### config.mk
export PLATFORM = sky130hd
export DESIGN_NAME = move_controller
export DESIGN_NICKNAME = d
export VERILOG_FILES = /design/src/rtl/move_controller.sv
export SDC_FILE = /design/constraint.sdc
export NUM_CORES = 1
export LEC_CHECK = 0
export ABC_AREA = 1
export BUFFER_PORTS_ARGS = -buffer_cell sky130_fd_sc_hd__buf_2
export CAP_MARGIN = 30
export CORE_MARGIN = 1
export CORE_UTILIZATION = 50
export DETAILED_ROUTE_END_ITERATION = 8
export MAX_ROUTING_LAYER = met4
export PLACE_DENSITY = 0.7
export SLEW_MARGIN = 10
export SYNTH_ARGS = -nofsm -noshare
export SYNTH_HDL_FRONTEND = slang
export SYNTH_SLANG_ARGS = --single-unit
### constraint.sdc
create_clock -name clk -period 1.3 [get_ports clk]
set_input_delay 0.26 -clock clk [delete_from_list [all_inputs] [get_ports clk]]
set_output_delay 0.26 -clock clk [all_outputs]
set_load 0.02 [all_outputs]
### src/rtl/move_controller.sv
// Button-driven move requester: synchronizes and debounces four push buttons,
// issues one move request per press and commits the position the legality stage returns.
module move_controller #(
  parameter int unsigned DEBOUNCE_CYCLES = 50000,
  parameter logic [2:0]  START_X         = 3'd0,
  parameter logic [1:0]  START_Y         = 2'd0
) (
  input  logic       clk,
  input  logic       rst_n,
  input  logic       btn_up,
  input  logic       btn_down,
  input  logic       btn_right,
  input  logic       btn_left,
  input  logic [2:0] next_posx,
  input  logic [1:0] next_posy,
  output logic [2:0] dir,
  output logic       valid,
  output logic [2:0] posx,
  output logic [1:0] posy,
  output logic       moved,
  output logic       blocked,
  output logic [7:0] move_count
);

  localparam logic [2:0]  DIR_UP    = 3'b000;
  localparam logic [2:0]  DIR_DOWN  = 3'b001;
  localparam logic [2:0]  DIR_RIGHT = 3'b010;
  localparam logic [2:0]  DIR_LEFT  = 3'b011;
  localparam logic [2:0]  DIR_NONE  = 3'b100;
  localparam logic [15:0] CNT_MAX   = 16'(DEBOUNCE_CYCLES - 1);

  typedef enum logic [1:0] {
    IDLE  = 2'd0,
    ISSUE = 2'd1,
    HOLD  = 2'd2
  } state_e;

  // Valid/ready contract: valid is a single-cycle request with no ready; the legality
  // stage is combinational and answers via next_posx/next_posy in that same cycle.

  logic [3:0]  btn_raw;
  logic [3:0]  sync1_q, sync2_q;
  logic [2:0]  code_enc;
  logic [2:0]  code_prev_q, code_prev_d;
  logic [15:0] cnt_q, cnt_d;
  logic [2:0]  stable_q, stable_d;
  state_e      state_q, state_d;
  logic [2:0]  dir_q, dir_d;
  logic [2:0]  posx_q, posx_d;
  logic [1:0]  posy_q, posy_d;
  logic        moved_q, moved_d;
  logic        blocked_q, blocked_d;
  logic [7:0]  count_q, count_d;

  assign btn_raw = {btn_left, btn_right, btn_down, btn_up};

  always_comb begin
    code_enc = DIR_NONE;
    case (sync2_q)
      4'b0001: code_enc = DIR_UP;
      4'b0010: code_enc = DIR_DOWN;
      4'b0100: code_enc = DIR_RIGHT;
      4'b1000: code_enc = DIR_LEFT;
      default: code_enc = DIR_NONE;
    endcase
  end

  // Stable code only takes a value that has held unchanged for the full debounce window.
  always_comb begin
    code_prev_d = code_enc;
    cnt_d       = cnt_q;
    stable_d    = stable_q;
    if (code_enc != code_prev_q) begin
      cnt_d = 16'd0;
    end else begin
      if (cnt_q != CNT_MAX) cnt_d = cnt_q + 16'd1;
      if (cnt_q == CNT_MAX) stable_d = code_enc;
    end
  end

  always_comb begin
    state_d   = state_q;
    dir_d     = dir_q;
    posx_d    = posx_q;
    posy_d    = posy_q;
    moved_d   = 1'b0;
    blocked_d = 1'b0;
    count_d   = count_q;
    case (state_q)
      IDLE: begin
        if (stable_q != DIR_NONE) begin
          state_d = ISSUE;
          dir_d   = stable_q;
        end
      end
      ISSUE: begin
        state_d = HOLD;
        posx_d  = next_posx;
        posy_d  = next_posy;
        if ({next_posy, next_posx} != {posy_q, posx_q}) begin
          moved_d = 1'b1;
          if (count_q != 8'd255) count_d = count_q + 8'd1;
        end else begin
          blocked_d = 1'b1;
        end
      end
      HOLD: begin
        // A direction change without a stable release in between must not re-arm.
        if (stable_q == DIR_NONE) state_d = IDLE;
      end
      default: state_d = IDLE;
    endcase
  end

  always_ff @(posedge clk or negedge rst_n) begin
    if (!rst_n) begin
      sync1_q     <= 4'd0;
      sync2_q     <= 4'd0;
      code_prev_q <= DIR_NONE;
      cnt_q       <= 16'd0;
      stable_q    <= DIR_NONE;
      state_q     <= IDLE;
      dir_q       <= DIR_NONE;
      posx_q      <= START_X;
      posy_q      <= START_Y;
      moved_q     <= 1'b0;
      blocked_q   <= 1'b0;
      count_q     <= 8'd0;
    end else begin
      sync1_q     <= btn_raw;
      sync2_q     <= sync1_q;
      code_prev_q <= code_prev_d;
      cnt_q       <= cnt_d;
      stable_q    <= stable_d;
      state_q     <= state_d;
      dir_q       <= dir_d;
      posx_q      <= posx_d;
      posy_q      <= posy_d;
      moved_q     <= moved_d;
      blocked_q   <= blocked_d;
      count_q     <= count_d;
    end
  end

  assign valid      = (state_q == ISSUE);
  assign dir        = (state_q == ISSUE) ? dir_q : DIR_NONE;
  assign posx       = posx_q;
  assign posy       = posy_q;
  assign moved      = moved_q;
  assign blocked    = blocked_q;
  assign move_count = count_q;

endmodule

* Word-level counts from Yosys, hierarchy flattened
Cells that the tools add are included.
Word-level totals: input bits 11, word-level logic and storage cells 47, register bits after elaboration 50, output and inout bits 19
Cells by class: reduce and logical (&&, ||, !) cells 6, eq/ne operators 15, $add $sub $neg 2, bitwise gates (word level) 1, mux-type cells 11
Operators by type and width (number):
- two-way mux 16 bit | 2
- adder 16 x 1 -> 16 bit (second input constant) | 1
- == test 16 bit (second input constant) | 1
- != test 16 bit (second input constant) | 1
- one-hot mux 3 bit (4 select lines) | 1
- adder 8 x 1 -> 8 bit (second input constant) | 1
- != test 8 bit (second input constant) | 1
- one-hot mux 2 bit (3 select lines) | 1
- AND reduction 2 bit | 3
- != test 5 bit | 1
- == test 4 x 1 -> 1 bit (second input constant) | 1
- == test 4 x 2 -> 1 bit (second input constant) | 1
- == test 4 x 3 -> 1 bit (second input constant) | 1
- == test 4 bit (second input constant) | 1
- two-way mux 1 bit | 4
- two-way mux 2 bit | 2
- != test 2 bit (second input constant) | 2
- == test 3 bit (second input constant) | 1
- two-way mux 3 bit | 1
- != test 3 bit | 1
- != test 3 bit (second input constant) | 1
- AND reduction 3 bit | 1
- == test 2 x 1 -> 1 bit (second input constant) | 1
- == test 2 bit (second input constant) | 1
- other kinds (3) | 3

* Depth between registers and ports, before layout
Gate-level depths: netlist of run 1.
depth in word-level cells 5, mapped depth 10, gate-level depth less buffers 10

* Least setup slack after synthesis of run 1
Ideal clock, no wire load.
path kind register -> register, start point register count_q[1], in the netlist move_count[1], end point register count_q[2], in the netlist move_count[2], setup time 0.127 ns, arrival time 1.404 ns, cell stages (with the launch flop) 8, path slack -0.232 ns, required time 1.173 ns, clock period less this slack 1.532 ns, buffers on the path 1, path through dfrtp_1 -> ha_1 -> nand3_1 -> nor2_1 -> nand4_1 -> nand3_2 -> buf_4 -> o21ai_0
Between the ends: longest elaborated chain between the ends 2, elaborated cells between the ends (all ways) 3, those cells by class 1 x add/sub; 1 x eq/ne; 1 x reduce/logical
RTL lines:
- start, declared | line 53 | logic [7:0] count_q, count_d;
- start signal, assigned | line 141 | count_q <= count_d;
- parallel branches: the longest is 2 deep, another holds adder 8 x 1 -> 8 bit
Several ways; the timed one is not identified. A chain may end at the register's enable or synchronous reset.

* Final worst setup path of run 1
start point register cnt_q[1], end point register cnt_q[11]
Between the ends: longest elaborated chain between the ends 3, elaborated cells between the ends (all ways) 5, those cells by class 1 x add/sub; 1 x eq/ne; 2 x mux; 1 x reduce/logical
RTL lines:
- start, declared | line 45 | logic [15:0] cnt_q, cnt_d;
- start signal, assigned | line 133 | cnt_q <= cnt_d;
- adder 16 x 1 -> 16 bit | line 76 | if (cnt_q != CNT_MAX) cnt_d = cnt_q + 16'd1;
- two-way mux 16 bit | line 76
- two-way mux 16 bit | line 73 | if (code_enc != code_prev_q) begin
Parallel ways exist; a longest one is shown, timed or not. The select of a mux whose other input is x is not followed.

==> results of run 1 <==
==> state kept, by name, indices dropped and copies added (netlist names) <==
| signal | count |
|---|---|
| code_prev_q | 3 |
| move_count | 8 |
| state_q | 2 |
| blocked | 1 |
| posx | 3 |
| dir_q | 3 |
| moved | 1 |
| stable_q | 3 |
| sync2_q | 4 |
| posy | 2 |
| sync1_q | 4 |
| cnt_q | 16 |
==> final cells by class <==
cell class | instances | area (sq um) | area share
multi-input cells | 207 | 1430 | 0.374
clock buffers | 6 | 72.6 | 0.0190
inverters | 39 | 161 | 0.0423
well taps | 54 | 67.6 | 0.0177
flip-flops and latches | 50 | 1260 | 0.332
repair buffers | 98 | 781 | 0.205
clock inverters | 2 | 37.5 | 0.00985
==> power groups by stage <==
stage | clock network (mW) | logic, mW | registers, mW
after floorplan | 0 | 0.156 | 1.67
after global placement | 0 | 0.276 | 1.66
after detailed placement | 0 | 0.281 | 1.66
after CTS | 1.14 | 0.354 | 1.63
after global routing | 1.20 | 0.552 | 1.65
final | 1.13 | 0.514 | 1.65
==> how the worst min path moves through the flow <==
stage / startpoint / end / slack (ns) / depth (start not counted)
detailed placement: rst_n / posx[0]$_DFFE_PN0P_ / 0.27 / 2
CTS: btn_left / sync1_q[3]$_DFF_PN0_ / 0.05 / 1
global route: btn_down / sync1_q[1]$_DFF_PN0_ / 0.04 / 1
finish: btn_left / sync1_q[3]$_DFF_PN0_ / 0.05 / 1
global placement: rst_n / posx[0]$_DFFE_PN0P_ / 0.27 / 2
floorplan: rst_n / blocked$_DFF_PN0_ / -0.04 / 0
==> cell families (layout without fill, tap and decap cells) <==
kind of cell | count (synthesis) | in the layout | synth area share
and+or+nand+nor | 169 | 171 | 0.316
adders and majority gates | 2 | 2 | 0.0103
buffers and inverters | 41 | 145 | 0.0678
xor gates and xnor gates | 13 | 13 | 0.0467
AOI/OAI and AO/OA | 21 | 21 | 0.0441
DFF | 50 | 50 | 0.515
==> layer usage <==
| metal | GRT usage | wire, um |
|---|---|---|
| met1 | 0.289 | 2970 |
| met2 | 0.407 | 3730 |
| met3 | 0.0394 | 236 |
| met4 | 0.0871 | 231 |
| met5 | - | 0 |
==> worst max-delay path: stages (launching register included) <==
cell	delay, ns
dfrtp_1	0.40
buf_4	0.13
nand3_2	0.10
nor3_1	0.29
nand2_1	0.19
o21ai_0	0.29
nor2_1	0.09
==> through the flow <==
| stage | hold slack [ns] | setup slack (ns) | setup TNS (ns) |
|---|---|---|---|
| floorplan | -0.0356 | -0.0878 | -0.715 |
| global placement | 0.267 | -0.0958 | -0.800 |
| detailed placement | 0.269 | -0.107 | -1.73 |
| CTS | 0.0484 | -0.231 | -2.78 |
| global route | 0.0442 | -0.331 | -7.01 |
| finish | 0.0473 | -0.300 | -4.78 |
==> Yosys cell counts <==
master	number
nand2_1	82
dfrtp_1	47
inv_1	36
nor2_1	33
nand3_1	16
o21ai_0	12
nor3_1	11
xor2_1	8
nand4_1	6
nand2_2	5
nor2_2	5
xnor2_1	5
a21oi_1	4
dfstp_2	3
inv_2	3
nand3_2	3
nand3b_1	3
nor2_4	3
o21ai_1	3
a31oi_1	2
ha_1	2
buf_4	1
buf_6	1
nand2_4	1
or2_2	1
==> what timing repair did <==
item,CTS,global route
setup buffers,11,13
resized for setup,46,81
setup endpoints to repair,33,38
hold endpoints to repair,47,0
hold buffers,1,0
cloned,2,0
pin swaps,25,30
==> results.sh, run 1 <==
export IMPL_intPower_mw=2.39
export IMPL_peakVddDrop_uv=602
export IMPL_cp_max_fo=4
export IMPL_drive_gt1_frac=0.517
export IMPL_overflow=0
export IMPL_drtIter0Drc=131
export IMPL_cts_tree="built"
export IMPL_drv_cap=0
export IMPL_setup_slack_ns=-0.300
export IMPL_crit_path_end="cnt_q[11]$_DFFE_PN0P_"
export IMPL_most_common_layout_cells="nand2_1, buf_4, dfrtp_1"
export IMPL_antenna_found_initial=0
export IMPL_worst_slew_pin_slew_ns=0.359
export IMPL_pwr_share_comb=0.156
export IMPL_crit_type="reg -> reg"
export IMPL_syn_inst=296
export IMPL_vias=2439
export IMPL_synth_cell_area_sq_um=2440
export IMPL_rows=25
export IMPL_ys_warn_count=0
export IMPL_drt_antenna_violating_nets=0
export IMPL_cts_root_buf="clkbuf_8"
export IMPL_io_pins=30
export IMPL_maxSlewViolCount=0
export IMPL_rsz0062_at_grt="true"
export IMPL_power_leakage_nw=1.73
export IMPL_final_area_sq_um=3810
export IMPL_syn_num_nets=309
export IMPL_path_clk_slew_ns=0.10
export IMPL_start_kind="flop"
export IMPL_pwr_share_seq=0.500
export IMPL_yosys_area_top_type="dfrtp_1"
export IMPL_ys_ff_latch=50
export IMPL_cts_buffer_depth=2
export IMPL_r2r_setup_slack_ns=-0.30
export IMPL_layout_commonest_cell="nand2_1"
export IMPL_gp_congestion=0.857
export IMPL_vias_per_cell=5.35
export IMPL_h_tree_depth=2
export IMPL_endpoint_kind="flop"
export IMPL_pwr_share_clk=0.344
export IMPL_die_area_sq_um=5160
export IMPL_n_fill_cell=267
export IMPL_wl_per_cell_um=15.7
export IMPL_finalHoldViolCount=0
export IMPL_grt_pass1_vias=2206
export IMPL_synth_area_top_cells="dfrtp_1, nand2_1, inv_1"
export IMPL_placed_area_sq_um=3040
export IMPL_r2r_end="cnt_q[11]$_DFFE_PN0P_"
export IMPL_fin_crit_sh=1.23
export IMPL_netSwitchingFraction=0.275
export IMPL_maxSlewHeadroom=0.759
export IMPL_drt_pre_antenna_iters=4
export IMPL_dp_hpwl_um=3500
export IMPL_power_mw=3.29
export IMPL_drc=0
export IMPL_finalNetCount=414
export IMPL_synth_top_area_frac=0.483
export IMPL_synth_distinct_cells=25
export IMPL_drt_wl_total_um=7160
export IMPL_fin_crit_ns=1.60
export IMPL_worst_endpoint_required_ns=1.51
export IMPL_grt_use_total=0.240
export IMPL_initial_core_util=0.519
export IMPL_power_density_nw_per_um2=863
export IMPL_status="finished with violations"
export IMPL_grt_start_max_net_pins=51
export IMPL_ys_seq_area_frac=0.515
export IMPL_die_height_um=71.8
export IMPL_violations="setup timing"
export IMPL_fin_worst_skew_ns=0.00812
export IMPL_area_delta_synth_final_pct=56.4
export IMPL_finalNonFillerCells=456
export IMPL_grt_pass1_wl_um=9360
export IMPL_core_area_sq_um=4690
export IMPL_reg2regPathDepth=6
export IMPL_worst_hold_path_type="in -> reg"
export IMPL_syn_area_per_cell_sq_um=8.23
export IMPL_fmax_mhz=625
export IMPL_clock_sinks=50
export IMPL_p_sw_mw=0.904
export IMPL_dieWidth_um=71.8
export IMPL_startpoint="cnt_q[1]$_DFFE_PN0P_"
export IMPL_final_setup_viol_count=31
export IMPL_arrival_ns=1.81
export IMPL_final_core_util=0.813
export IMPL_place_inst=422
export IMPL_cts_buffers=5
export IMPL_port_buffers=29
export IMPL_antenna_cells=0
export IMPL_r2r_start="cnt_q[1]$_DFFE_PN0P_"
export IMPL_clk_latency_ns=0.32
Power figures use the tool's default switching activity.
==> run 2, diff against run 1 <==
RECOVER_POWER = 100   (was default)
==> run 2 against run 1 <==
Largest power group unchanged. Design area down 0.36%. Non-clock buffer count is the same. Flip-flop and latch count unchanged. Via count unchanged. Core utilization decreased by 0.29 points. The flow still finishes with violations (setup timing).
==> results.sh, run 2 (synthesis results as in run 1) <==
export IMPL_area_delta_synth_final_pct=55.9
export IMPL_final_core_util=0.810
export IMPL_maxSlewViolCount=0
export IMPL_wl_per_cell_um=15.7
export IMPL_fin_crit_ns=1.60
export IMPL_maxSlewHeadroom=0.552
export IMPL_crit_type="reg -> reg"
export IMPL_overflow=0
export IMPL_worst_slew_pin_slew_ns=0.672
export IMPL_dieWidth_um=71.8
export IMPL_finalNonFillerCells=456
export IMPL_placed_area_sq_um=3040
export IMPL_min_to="sync1_q[3]$_DFF_PN0_"
export IMPL_most_common_layout_cells="nand2_1, buf_4, dfrtp_1"
export IMPL_fmax_mhz=625
export IMPL_max_flop_register="cnt_q"
export IMPL_dp_hpwl_um=3500
export IMPL_crit_path_max_incr_delay_ns=0.40
export IMPL_intPower_mw=2.38
export IMPL_reg2regPathDepth=6
export IMPL_pwr_share_clk=0.344
export IMPL_drt_pre_antenna_iters=4
export IMPL_power_density_nw_per_um2=865
export IMPL_place_inst=422
export IMPL_start_kind="flop"
export IMPL_final_area_sq_um=3800
export IMPL_finalNetCount=414
export IMPL_clk_latency_ns=0.32
export IMPL_drc=0
export IMPL_die_height_um=71.8
export IMPL_power_leakage_nw=1.72
export IMPL_antenna_found_initial=0
export IMPL_r2r_setup_slack_ns=-0.30
export IMPL_largest_reg_flops=16
export IMPL_status="finished with violations"
export IMPL_pwr_share_comb=0.155
export IMPL_layout_commonest_cell="nand2_1"
export IMPL_r2r_end="cnt_q[11]$_DFFE_PN0P_"
export IMPL_peakVddDrop_uv=602
export IMPL_clock_sinks=50
export IMPL_vias_per_cell=5.35
export IMPL_pwr_share_seq=0.501
export IMPL_drtIter0Drc=132
export IMPL_netSwitchingFraction=0.275
export IMPL_port_buffers=29
export IMPL_holdCritStartpoint="btn_left"
export IMPL_r2r_start="cnt_q[1]$_DFFE_PN0P_"
export IMPL_cp_cell_sequence="buf_4 > nand3_2 > nor3_1 > nand2_1 > o21ai_0 > nor2_1"
export IMPL_rsz0062_at_grt="true"
export IMPL_io_pins=30
export IMPL_core_area_sq_um=4690
export IMPL_grt_pass1_wl_um=9360
export IMPL_p_sw_mw=0.903
export IMPL_drt_wl_total_um=7160
export IMPL_vias=2439
export IMPL_final_setup_viol_count=31
export IMPL_die_area_sq_um=5160
export IMPL_grt_start_max_net_pins=51
export IMPL_cp_max_fo=4
export IMPL_worst_hold_path_type="in -> reg"
export IMPL_finalHoldViolCount=0
export IMPL_path_clk_slew_ns=0.10
export IMPL_whs_path_depth=1
export IMPL_cts_buffers=5
export IMPL_worst_endpoint_required_ns=1.51
export IMPL_initial_core_util=0.519
export IMPL_post_place_ws_ns=-0.107
export IMPL_power_mw=3.29
export IMPL_endpoint_kind="flop"
export IMPL_fin_worst_skew_ns=0.00812
export IMPL_cts_tree="built"
export IMPL_drv_cap=0
export IMPL_h_tree_depth=2
export IMPL_arrival_ns=1.81
export IMPL_cts_buffer_depth=2
export IMPL_hold_slack_ns=0.0473
export IMPL_grt_pass1_vias=2206
export IMPL_drive_gt1_frac=0.515
export IMPL_gp_congestion=0.857
export IMPL_violations="setup timing"
export IMPL_drt_antenna_violating_nets=0
export IMPL_antenna_cells=0
export IMPL_critPathSlowestCell="dfrtp_1"
export IMPL_rows=25
export IMPL_grt_use_total=0.240
export IMPL_tns_ns=-4.85
export IMPL_n_fill_cell=270
export IMPL_setup_slack_ns=-0.300
export IMPL_fin_crit_sh=1.23
export IMPL_cts_root_buf="clkbuf_8"
run 2: worst max-delay path by stage:
stage | from | end | slack [ns] | cells after the start
after floorplan | move_count[1]$_DFFE_PN0P_ | move_count[7]$_DFFE_PN0P_ | -0.09 | 8
after global placement | cnt_q[1]$_DFFE_PN0P_ | cnt_q[12]$_DFFE_PN0P_ | -0.1 | 8
after detailed placement | move_count[1]$_DFFE_PN0P_ | move_count[4]$_DFFE_PN0P_ | -0.11 | 7
after CTS | state_q[1]$_DFFE_PN0P_ | dir[2] | -0.23 | 4
after global routing | cnt_q[0]$_DFFE_PN0P_ | cnt_q[10]$_DFFE_PN0P_ | -0.33 | 8
final | cnt_q[1]$_DFFE_PN0P_ | cnt_q[11]$_DFFE_PN0P_ | -0.30 | 6
run 2: what timing repair did:
action | CTS | global route
setup endpoints to repair | 33 | 38
resized for setup | 46 | 81
hold endpoints to repair | 47 | 0
setup buffers | 11 | 13
cloned | 2 | 0
pin swaps | 25 | 30
hold buffers | 1 | 0
run 2: cell type report:
type,count,area (sq um),share of cell area
multi-input cells,207,1430,0.376
flip-flops and latches,50,1260,0.333
repair buffers,98,768,0.202
inverters,39,161,0.0425
clock buffers,6,72.6,0.0191
well taps,54,67.6,0.0178
clock inverters,2,37.5,0.00988
run 2: worst max-delay path, delay by kind of cell (launching register included):
family,cells,cell delay (ns)
compound gates,1,0.29
buf+inv,1,0.13
flops,1,0.40
simple gates,4,0.67
run 2: per-layer routing:
metal,track usage,vias up,wire length [um]
met5,-,-,0
met4,0.0871,0,231
met3,0.0394,24,236
met2,0.407,63,3720
met1,0.289,1202,2970
li1,-,1150,-
run 2: power by group through the flow:
stage	Clock (mW)	Sequential (mW)	Combinational, mW
floorplan	0	1.67	0.156
global placement	0	1.66	0.276
detailed placement	0	1.66	0.281
CTS	1.14	1.63	0.354
global route	1.20	1.65	0.547
finish	1.13	1.65	0.508
==> run 3, diff against run 2 <==
BUFFER_PORTS_ARGS = -buffer_cell sky130_fd_sc_hd__buf_4   (was -buffer_cell sky130_fd_sc_hd__buf_2)
==> run 3 against run 2 <==
The flow still finishes with violations (setup timing). Core utilization down 1.1 points. First-iteration DRC count fell by 39%. Combinational power is 3% lower. Wire length shrank 9.1%. Critical path depth decreased by 2. Highest routed layer unchanged. Count of clock-buffer cells in the layout fell by 1. Sequential power about the same. Maximum frequency is 3.8% higher. Cell count shrank 0.66%. Register-to-register slack improved by 0.11 ns. Die area unchanged. Global-route usage grew 0.28 points.
==> results.sh, run 3 (synthesis results as in run 1) <==
export IMPL_wl_per_cell_um=14.4
export IMPL_peakVddDrop_uv=509
export IMPL_worst_slew_pin_slew_ns=0.529
export IMPL_crit_type="reg -> out"
export IMPL_drt_pre_antenna_iters=4
export IMPL_largest_reg_flops=16
export IMPL_final_area_sq_um=3750
export IMPL_h_tree_depth=2
export IMPL_arrival_ns=1.28
export IMPL_die_area_sq_um=5160
export IMPL_grt_use_total=0.243
export IMPL_finalNetCount=411
export IMPL_fmax_mhz=649
export IMPL_area_delta_synth_final_pct=53.8
export IMPL_finalNonFillerCells=453
export IMPL_drt_wl_total_um=6510
export IMPL_clock_sinks=50
export IMPL_dieWidth_um=71.8
export IMPL_overflow=0
export IMPL_hold_slack_ns=0.0767
export IMPL_finalHoldViolCount=0
export IMPL_initial_core_util=0.519
export IMPL_clk_latency_ns=0.31
export IMPL_final_core_util=0.799
export IMPL_fin_crit_ns=1.54
export IMPL_antenna_found_initial=0
export IMPL_worst_endpoint_required_ns=1.04
export IMPL_grt_start_max_net_pins=40
export IMPL_die_height_um=71.8
export IMPL_cp_max_fo=3
export IMPL_dp_hpwl_um=3480
export IMPL_io_pins=30
export IMPL_final_setup_viol_count=34
export IMPL_tns_ns=-4.40
export IMPL_port_buffers=29
export IMPL_power_leakage_nw=1.71
export IMPL_cts_root_buf="clkbuf_8"
export IMPL_layout_commonest_cell="nand2_1"
export IMPL_start_kind="flop"
export IMPL_drv_cap=0
export IMPL_place_inst=423
export IMPL_setup_slack_ns=-0.242
export IMPL_placed_area_sq_um=3100
export IMPL_gp_congestion=0.834
export IMPL_drtIter0Drc=81
export IMPL_power_density_nw_per_um2=869
export IMPL_max_flop_register="cnt_q"
export IMPL_post_place_ws_ns=-0.123
export IMPL_vias=2325
export IMPL_endpoint_kind="output pin"
export IMPL_worst_hold_path_type="in -> reg"
export IMPL_most_common_layout_cells="nand2_1, buf_4, dfrtp_1"
export IMPL_drc=0
export IMPL_rsz0062_at_grt="true"
export IMPL_drive_gt1_frac=0.471
export IMPL_antenna_cells=0
export IMPL_drt_antenna_violating_nets=0
export IMPL_rows=25
export IMPL_cts_tree="built"
export IMPL_core_area_sq_um=4690
export IMPL_cts_buffer_depth=2
export IMPL_vias_per_cell=5.13
export IMPL_fin_crit_sh=1.19
export IMPL_status="finished with violations"
export IMPL_path_clk_slew_ns=0.09
export IMPL_grt_pass1_vias=2168
export IMPL_power_mw=3.26
export IMPL_grt_pass1_wl_um=9390
export IMPL_maxSlewViolCount=0
export IMPL_cts_buffers=5
export IMPL_maxSlewHeadroom=0.647
export IMPL_violations="setup timing"
export IMPL_fin_worst_skew_ns=0.00657
==> run 3: final timing paths <==
path                       cells past startpoint  slack [ns]                   end                    from
max                                            4       -0.24                dir[2]  state_q[1]$_DFFE_PN0P_
min                                            1        0.08  sync1_q[1]$_DFF_PN0_                btn_down
max reg2reg                                   10       -0.19  cnt_q[7]$_DFFE_PN0P_    sync2_q[3]$_DFF_PN0_
min reg2reg                                    0        0.36  sync2_q[1]$_DFF_PN0_    sync1_q[1]$_DFF_PN0_
max in group asynchronous                      3        0.25  sync2_q[0]$_DFF_PN0_                   rst_n
min in group asynchronous                      2        0.48   posx[0]$_DFFE_PN0P_                   rst_n
==> run 3: what timing repair did <==
action / CTS / global route
hold buffers: 1 / 0
setup buffers: 11 / 9
pin swaps: 18 / 19
gates cloned: 2 / 0
hold endpoints to repair: 34 / 0
setup endpoints to repair: 34 / 39
resized for setup: 45 / 51
==> run 3: worst max-delay path, stage by stage, from the launching register on <==
cell	delay (ns)
dfrtp_1	0.42
nor2_4	0.16
inv_4	0.04
or2_4	0.22
buf_6	0.13
==> run 3: power breakdown <==
part / total [mW] / switching, mW / internal, mW / leakage [nW]
Sequential: 1.65 / 0.0480 / 1.60 / 0.638
Combinational: 0.492 / 0.294 / 0.197 / 1.01
Clock: 1.12 / 0.538 / 0.577 / 0.0585
Total: 3.26 / 0.880 / 2.38 / 1.71
==> run 3: layer usage <==
layer,GRT usage,up-vias,routed length [um]
met4,0.0937,0,223
met3,0.0520,22,226
met2,0.397,51,3400
li1,-,1138,-
met1,0.295,1114,2660
met5,-,-,0
==> run 3: area by class of cell <==
class                      count  area (sq um)
fill                         293           943
clock buffer                   5          68.8
sequential                    50          1260
clock inverter                 3          43.8
timing repair buffer          95           754
tap                           54          67.6
multi-input combinational    207          1390
inverter                      39           159
